==> src/rtl/run_control.sv <==
// Run/stop/single-step controller: debounces RUN and STEP buttons, tracks HLT,
// and gates the downstream clock divider so a step releases one full CPU clock.
module run_control #(
    parameter int unsigned DEBOUNCE_CYCLES = 270000
) (
    input  logic i_clk,
    input  logic i_rst,
    input  logic i_btn_run_n,
    input  logic i_btn_step_n,
    input  logic i_hlt,
    input  logic i_cpu_clk,
    output logic o_halt,
    output logic o_running,
    output logic o_step_done
);

    localparam int unsigned CNT_W = $clog2(DEBOUNCE_CYCLES + 1);
    localparam int unsigned N_BTN = 2;
    localparam int unsigned BTN_RUN = 0;
    localparam int unsigned BTN_STEP = 1;

    typedef enum logic [1:0] {
        S_HALTED,
        S_RUN,
        S_STEP_RISE,
        S_STEP_FALL
    } state_t;

    state_t r_state;

    logic [N_BTN-1:0] w_btn_raw;
    logic [N_BTN-1:0] r_sync1;
    logic [N_BTN-1:0] r_sync2;
    logic [N_BTN-1:0] r_deb;
    logic [N_BTN-1:0] r_evt;
    logic [CNT_W-1:0] r_cnt [N_BTN];

    logic r_cpu_prev;
    logic r_step_done;
    logic w_rise;
    logic w_fall;
    logic w_run_evt;
    logic w_step_evt;

    assign w_btn_raw = {i_btn_step_n, i_btn_run_n};

    // Per-button synchronizer, debounce counter and press-event pulse
    always_ff @(posedge i_clk) begin
        if (i_rst) begin
            r_sync1 <= '1;
            r_sync2 <= '1;
            r_deb   <= '1;
            r_evt   <= '0;
            for (int i = 0; i < int'(N_BTN); i++) begin
                r_cnt[i] <= '0;
            end
        end else begin
            r_sync1 <= w_btn_raw;
            r_sync2 <= r_sync1;
            for (int i = 0; i < int'(N_BTN); i++) begin
                r_evt[i] <= 1'b0;
                if (r_sync2[i] != r_deb[i]) begin
                    if (r_cnt[i] + CNT_W'(1) == CNT_W'(DEBOUNCE_CYCLES)) begin
                        r_deb[i] <= r_sync2[i];
                        r_cnt[i] <= '0;
                        r_evt[i] <= ~r_sync2[i];
                    end else begin
                        r_cnt[i] <= r_cnt[i] + CNT_W'(1);
                    end
                end else begin
                    r_cnt[i] <= '0;
                end
            end
        end
    end

    assign w_run_evt  = r_evt[BTN_RUN];
    assign w_step_evt = r_evt[BTN_STEP];

    // CPU clock edge detect; the feedback clock is derived from i_clk
    always_ff @(posedge i_clk) begin
        if (i_rst) begin
            r_cpu_prev <= 1'b0;
        end else begin
            r_cpu_prev <= i_cpu_clk;
        end
    end

    assign w_rise = i_cpu_clk & ~r_cpu_prev;
    assign w_fall = ~i_cpu_clk & r_cpu_prev;

    always_ff @(posedge i_clk) begin
        if (i_rst) begin
            r_state     <= S_HALTED;
            r_step_done <= 1'b0;
        end else begin
            r_step_done <= 1'b0;
            case (r_state)
                S_HALTED: begin
                    if (!i_hlt) begin
                        if (w_run_evt) begin
                            r_state <= S_RUN;
                        end else if (w_step_evt) begin
                            r_state <= S_STEP_RISE;
                        end
                    end
                end
                S_RUN: begin
                    if (w_run_evt || i_hlt) begin
                        r_state <= S_HALTED;
                    end
                end
                S_STEP_RISE: begin
                    if (w_rise) begin
                        r_state <= S_STEP_FALL;
                    end
                end
                S_STEP_FALL: begin
                    // Halting after the fall leaves the divider output low
                    if (w_fall) begin
                        r_state     <= S_HALTED;
                        r_step_done <= 1'b1;
                    end
                end
                default: r_state <= S_HALTED;
            endcase
        end
    end

    assign o_halt      = (r_state == S_HALTED);
    assign o_running   = (r_state == S_RUN);
    assign o_step_done = r_step_done;

endmodule

==> config.mk <==
export PLATFORM = sky130hd
export DESIGN_NAME = run_control
export DESIGN_NICKNAME = d
export VERILOG_FILES = /design/src/rtl/run_control.sv
export SDC_FILE = /design/constraint.sdc
export NUM_CORES = 1
export LEC_CHECK = 0
export CAP_MARGIN = 10
export CORE_MARGIN = 4
export CORE_UTILIZATION = 25
export DETAILED_ROUTE_END_ITERATION = 6
export SKIP_CTS_REPAIR_TIMING = 1
export SLEW_MARGIN = 10
export SYNTH_ARGS = -nofsm -noshare
export SYNTH_HDL_FRONTEND = slang
export SYNTH_SLANG_ARGS = --single-unit
==> constraint.sdc <==
create_clock -name i_clk -period 5.5 [get_ports i_clk]
set_clock_uncertainty 0.2 [all_clocks]
set_input_delay 0.825 -clock i_clk [delete_from_list [all_inputs] [get_ports i_clk]]
set_output_delay 0.825 -clock i_clk [all_outputs]
set_load 0.01 [all_outputs]
# Word level (Yosys, flattened, before mapping)

Memories as Yosys holds them, arrays and structs flattened.
Cells that the tools add are included.

Register bits after elaboration: 12
RAM bits: 38
Input port bits: 6
Output and inout port bits: 3
Word-level logic and storage cells: 87
Memories: 1

Memories:

| memory | depth | width | rd ports | clocked after memory_dff | wr ports | line | source |
|---|---|---|---|---|---|---|---|
| r_cnt  | 2     | 19    | 2        | 0                        | 2        | 36   | `logic [CNT_W-1:0] r_cnt [N_BTN];` |

$add $sub $neg: 2
Equal/unequal tests: 12
Multiplexer cells: 38
Bitwise operators: 17
Reductions and logical operators: 8

Operators by type and width:

| operator                                      | count |
|---|---|
| two-way mux 19 bit                            | 6 |
| adder 19 x 1 -> 19 bit, second input constant | 2 |
| == test 19 bit, second input constant         | 2 |
| two-way mux 1 bit                             | 25 |
| two-way mux 2 bit                             | 6 |
| NOT 1 bit                                     | 9 |
| one-hot mux 2 bit (4 select lines)            | 1 |
| != test 2 bit, second input constant          | 3 |
| OR 1 bit                                      | 6 |
| OR reduction 3 bit                            | 2 |
| AND reduction 5 bit                           | 1 |
| == test 2 bit, second input constant          | 2 |
| AND reduction 2 bit                           | 2 |
| != test 3 x 1 -> 1 bit, second input constant | 1 |
| bitwise AND 1 bit                             | 2 |
| == test 2 x 1 -> 1 bit, second input constant | 1 |
| logical NOT 2 bit                             | 1 |
| != test 1 bit                                 | 2 |
| != test 2 x 1 -> 1 bit, second input constant | 1 |
| OR reduction 2 bit                            | 1 |
| logical OR 1 bit                              | 1 |

# Depth between registers and ports, before layout

Depth in word-level cells: 9
Gate-level depth with buffers: 10

# Least setup slack after synthesis

Ideal clock, no wire load.

Path type: register -> register
Start: mem r_cnt[1][0] in the netlist's numbering
End: mem r_cnt[1][0] in the netlist's numbering (data pin)
Arrival time: 2.409 ns
Required time: 5.039 ns
Slack: 2.630 ns
Cell stages (with the launch flop): 9
Buffers on the path: 1
Cells stage by stage: edfxtp_1 > ha_1 > nor3b_1 > a31oi_1 > o32a_1 > or4_4 > o31ai_4 > buf_6 > nor2_1

RTL lines:

| item            | line |
|---|---|
| start, declared | 36 |

==> flow_summary.yaml <==
synth:
  postSynthAreaPerCell_um2: 9.83
  synth_most_common_cell: "edfxtp_1"
  leading_post_synthesis_cells_by_cell_area: "edfxtp_1 (38%), dfxtp_1 (8.0%), xnor2_1 (7.0%)"
  synthesis.area_mm2: 0.00302
  synthDistinctLibCells: 55
  yosysTopAreaCell: "edfxtp_1"
  ys_seq_area_frac: 0.458
  synth-edff-count: 38
  yosys_warnings: 0
  yosys_most_used_dff: "edfxtp_1"
  synth_cells: 307
  netlist.area_leader.share: 0.378
  synth_seq_cells: 50
  ys_async_sr_fraction: 0
  post_synth_most_frequent_cells: "edfxtp_1 (38), nor2_1 (37), nor3_1 (24), xnor2_1 (24), nand2_1 (20)"
final_layout:
  post-route-util: 0.298
  flow.area_growth_from_synthesis_pct: 14.7
  num-nets-final: 353
  finish.cell_count_without_fillers: 488
  layout-drive-gt1-share: 0.0522
  antenna-diode-count: 0
power:
  power_density_over_the_cells_mw_per_mm2: 225
  fin_total_pwr_uw: 777
  max-vdd-ir-drop_mv: 0.137
  leakagePower_nw: 1.15
sta:
  period_minus_slack_ns: 3.24
  layout_worst_path_cycle_share: 0.589
  final-hold-violation-count: 0
  finalSetupViolCount: 0
  grt_setup_unrepaired: "false"
  timing.final.max_slew_violations: 0
  slew-limit-headroom: 0.418
  final_layout_setup_total_negative_slack_ns: 0
  achievable-frequency_ghz: 0.308
  timing_worst_slew_pin_value_ns: 0.867
drt:
  ant_nets: 0
  drc: 0
  finalWirelength_mm: 5.62
  initialDrtViolationCount: 98
  num_vias: 2246
  vias_per_cell: 4.60
  route.detailed.wl_per_inst_um: 11.5
  drt_first_pass_iters: 4
grt:
  first_global_vias: 2219
  grtUsageTotal: 0.0862
  grt_first_pass_wirelength_mm: 10.0
  number_of_antenna_violations_at_the_first_check_in_global_routing: 0
  maximum_number_of_pins_on_one_net_before_global_route_repair: 20
  grt-ovfl-total: 0
floorplanning:
  initial_core_util: 0.260
  boundaryPins: 9
  fp.dieArea_mm2: 0.0139
  chipHeight_um: 118
  floorplan.rows: 39
  core_region_area_mm2: 0.0116
  die_width_um: 118
clock_tree:
  worst_skew_pair.late_latency_ns: 0.29
  cts_sinks: 50
  cts_max_level: 2
  root_buffer: "clkbuf_16"
  cts.reportedPaths.clkPinSlew_ns: 0.06
  ctsLongestPathBuffers: 2
  cts_tree: "built"
  number_of_clock_buffers_inserted_by_tritoncts: 5
setup_path:
  criticalPathCategory: "register to register"
  cp-end-kind: "register"
  critical_path_arrival_ns: 3.04
  worstPathMaxFanout: 16
  crit_required_ns: 5.30
  worstSetupStartpointType: "register"
placed_design:
  post_place_cells: 480
  dpl.hpwl_mm: 4.05
  place_congestion: 0.798
  port_buffers: 8
worst_hold_path:
  hold_class: "register to register"
run_status:
  run_status: "finished clean"
run:
  drv.max_cap_violation_count: 0
[worst paths after layout]
check              startpoint      endpoint  slack [ns]  depth (start not counted)
setup / recovery  r_cnt[0][0]  r_cnt[0][10]        2.26                          7
hold / removal     r_sync1[0]    r_sync2[0]        0.21                          1
setup reg to reg  r_cnt[0][0]  r_cnt[0][10]        2.26                          7
hold reg to reg    r_sync1[0]    r_sync2[0]        0.21                          1
[layout make-up]
cell class | instances | area, um2
fill | 1227 | 8150
multi-input combinational | 270 | 1650
sequential | 50 | 1380
tap | 143 | 179
clock buffer | 5 | 125
timing repair buffer | 8 | 80.1
inverter | 9 | 33.8
clock inverter | 3 | 11.3
[cells by family (layout without fill, tap and decap cells)]
logic type | after synthesis | count (layout) | synth area share
flops | 50 | 50 | 0.458
fa+ha+maj | 4 | 4 | 0.0158
compound gates | 35 | 35 | 0.0892
xor+xnor | 39 | 39 | 0.113
buf+inv | 24 | 25 | 0.0411
mux | 1 | 1 | 0.00332
other cells | 1 | 38 | 0.00124
simple gates | 153 | 153 | 0.278
[where the power goes]
part           switching, mW  leakage [nW]  total, mW  internal, mW
Clock                  0.130        0.0663      0.294         0.164
Sequential            0.0195         0.490      0.439         0.420
Combinational         0.0233         0.589     0.0434        0.0202
Total                  0.173          1.15      0.777         0.604
[metal layers]
layer,part of all wire,vias to the layer above,track usage
li1,-,1163,-
met1,0.47,1049,0.110
met5,0,-,0
met4,0.019,0,0.0374
met2,0.48,26,0.139
met3,0.031,8,0.0216
[flip-flops by register name, summed over array words and instances (netlist names)]
register and cells:
r_cpu_prev 1, o_step_done 1, r_state 2, r_deb 2, r_sync2 2, r_sync1 2, r_evt 2, r_cnt 38
[per-stage QoR]
stage	area, um2	setup WS (ns)	hold WS [ns]
floorplan	3160	2.63	0.189
global placement	3320	2.34	0.205
detailed placement	3320	2.22	0.200
CTS	3460	2.23	0.216
global route	3460	1.96	0.235
finish	3460	2.26	0.213
[cell usage in the layout, fill, tap and decap left out, types with 2 or more instances in the layout]
| cell type | Yosys | layout |
|---|---|---|
| edfxtp_1 | 38 | 38 |
| conb_1 | 1 | 38 |
| nor2_1 | 37 | 37 |
| nor3_1 | 24 | 24 |
| xnor2_1 | 24 | 24 |
| nand2_1 | 20 | 20 |
| nand3_1 | 16 | 16 |
| xor2_1 | 15 | 15 |
| dfxtp_1 | 12 | 12 |
| nand4_1 | 10 | 10 |
| inv_1 | 9 | 9 |
| clkdlybuf4s50_1 | 0 | 8 |
| a31oi_1 | 7 | 7 |
| and3_1 | 6 | 6 |
| nor4_1 | 6 | 6 |
| nand2b_1 | 5 | 5 |
| a21oi_1 | 5 | 5 |
| clkbuf_16 | 0 | 5 |
| nor3b_1 | 4 | 4 |
| or2_2 | 4 | 4 |
| nor2b_1 | 3 | 3 |
| o21ai_0 | 3 | 3 |
| a211oi_1 | 3 | 3 |
| and4_4 | 3 | 3 |
| nor4b_1 | 3 | 3 |
| ha_1 | 3 | 3 |
| clkinv_1 | 0 | 3 |
| and4_1 | 2 | 2 |
| and3b_1 | 2 | 2 |
| o211ai_1 | 2 | 2 |
| o2111ai_1 | 2 | 2 |
| nand3b_1 | 2 | 2 |
[worst max-delay path: stages (launching register included)]
cell and delay (ns):
edfxtp_1 0.47, ha_1 0.29, nand3_1 0.22, nor4_1 0.37, xor2_1 0.26, nand4_1 0.22, nor4_4 0.78, nor3_1 0.15
(Power assumes the default switching activity.)
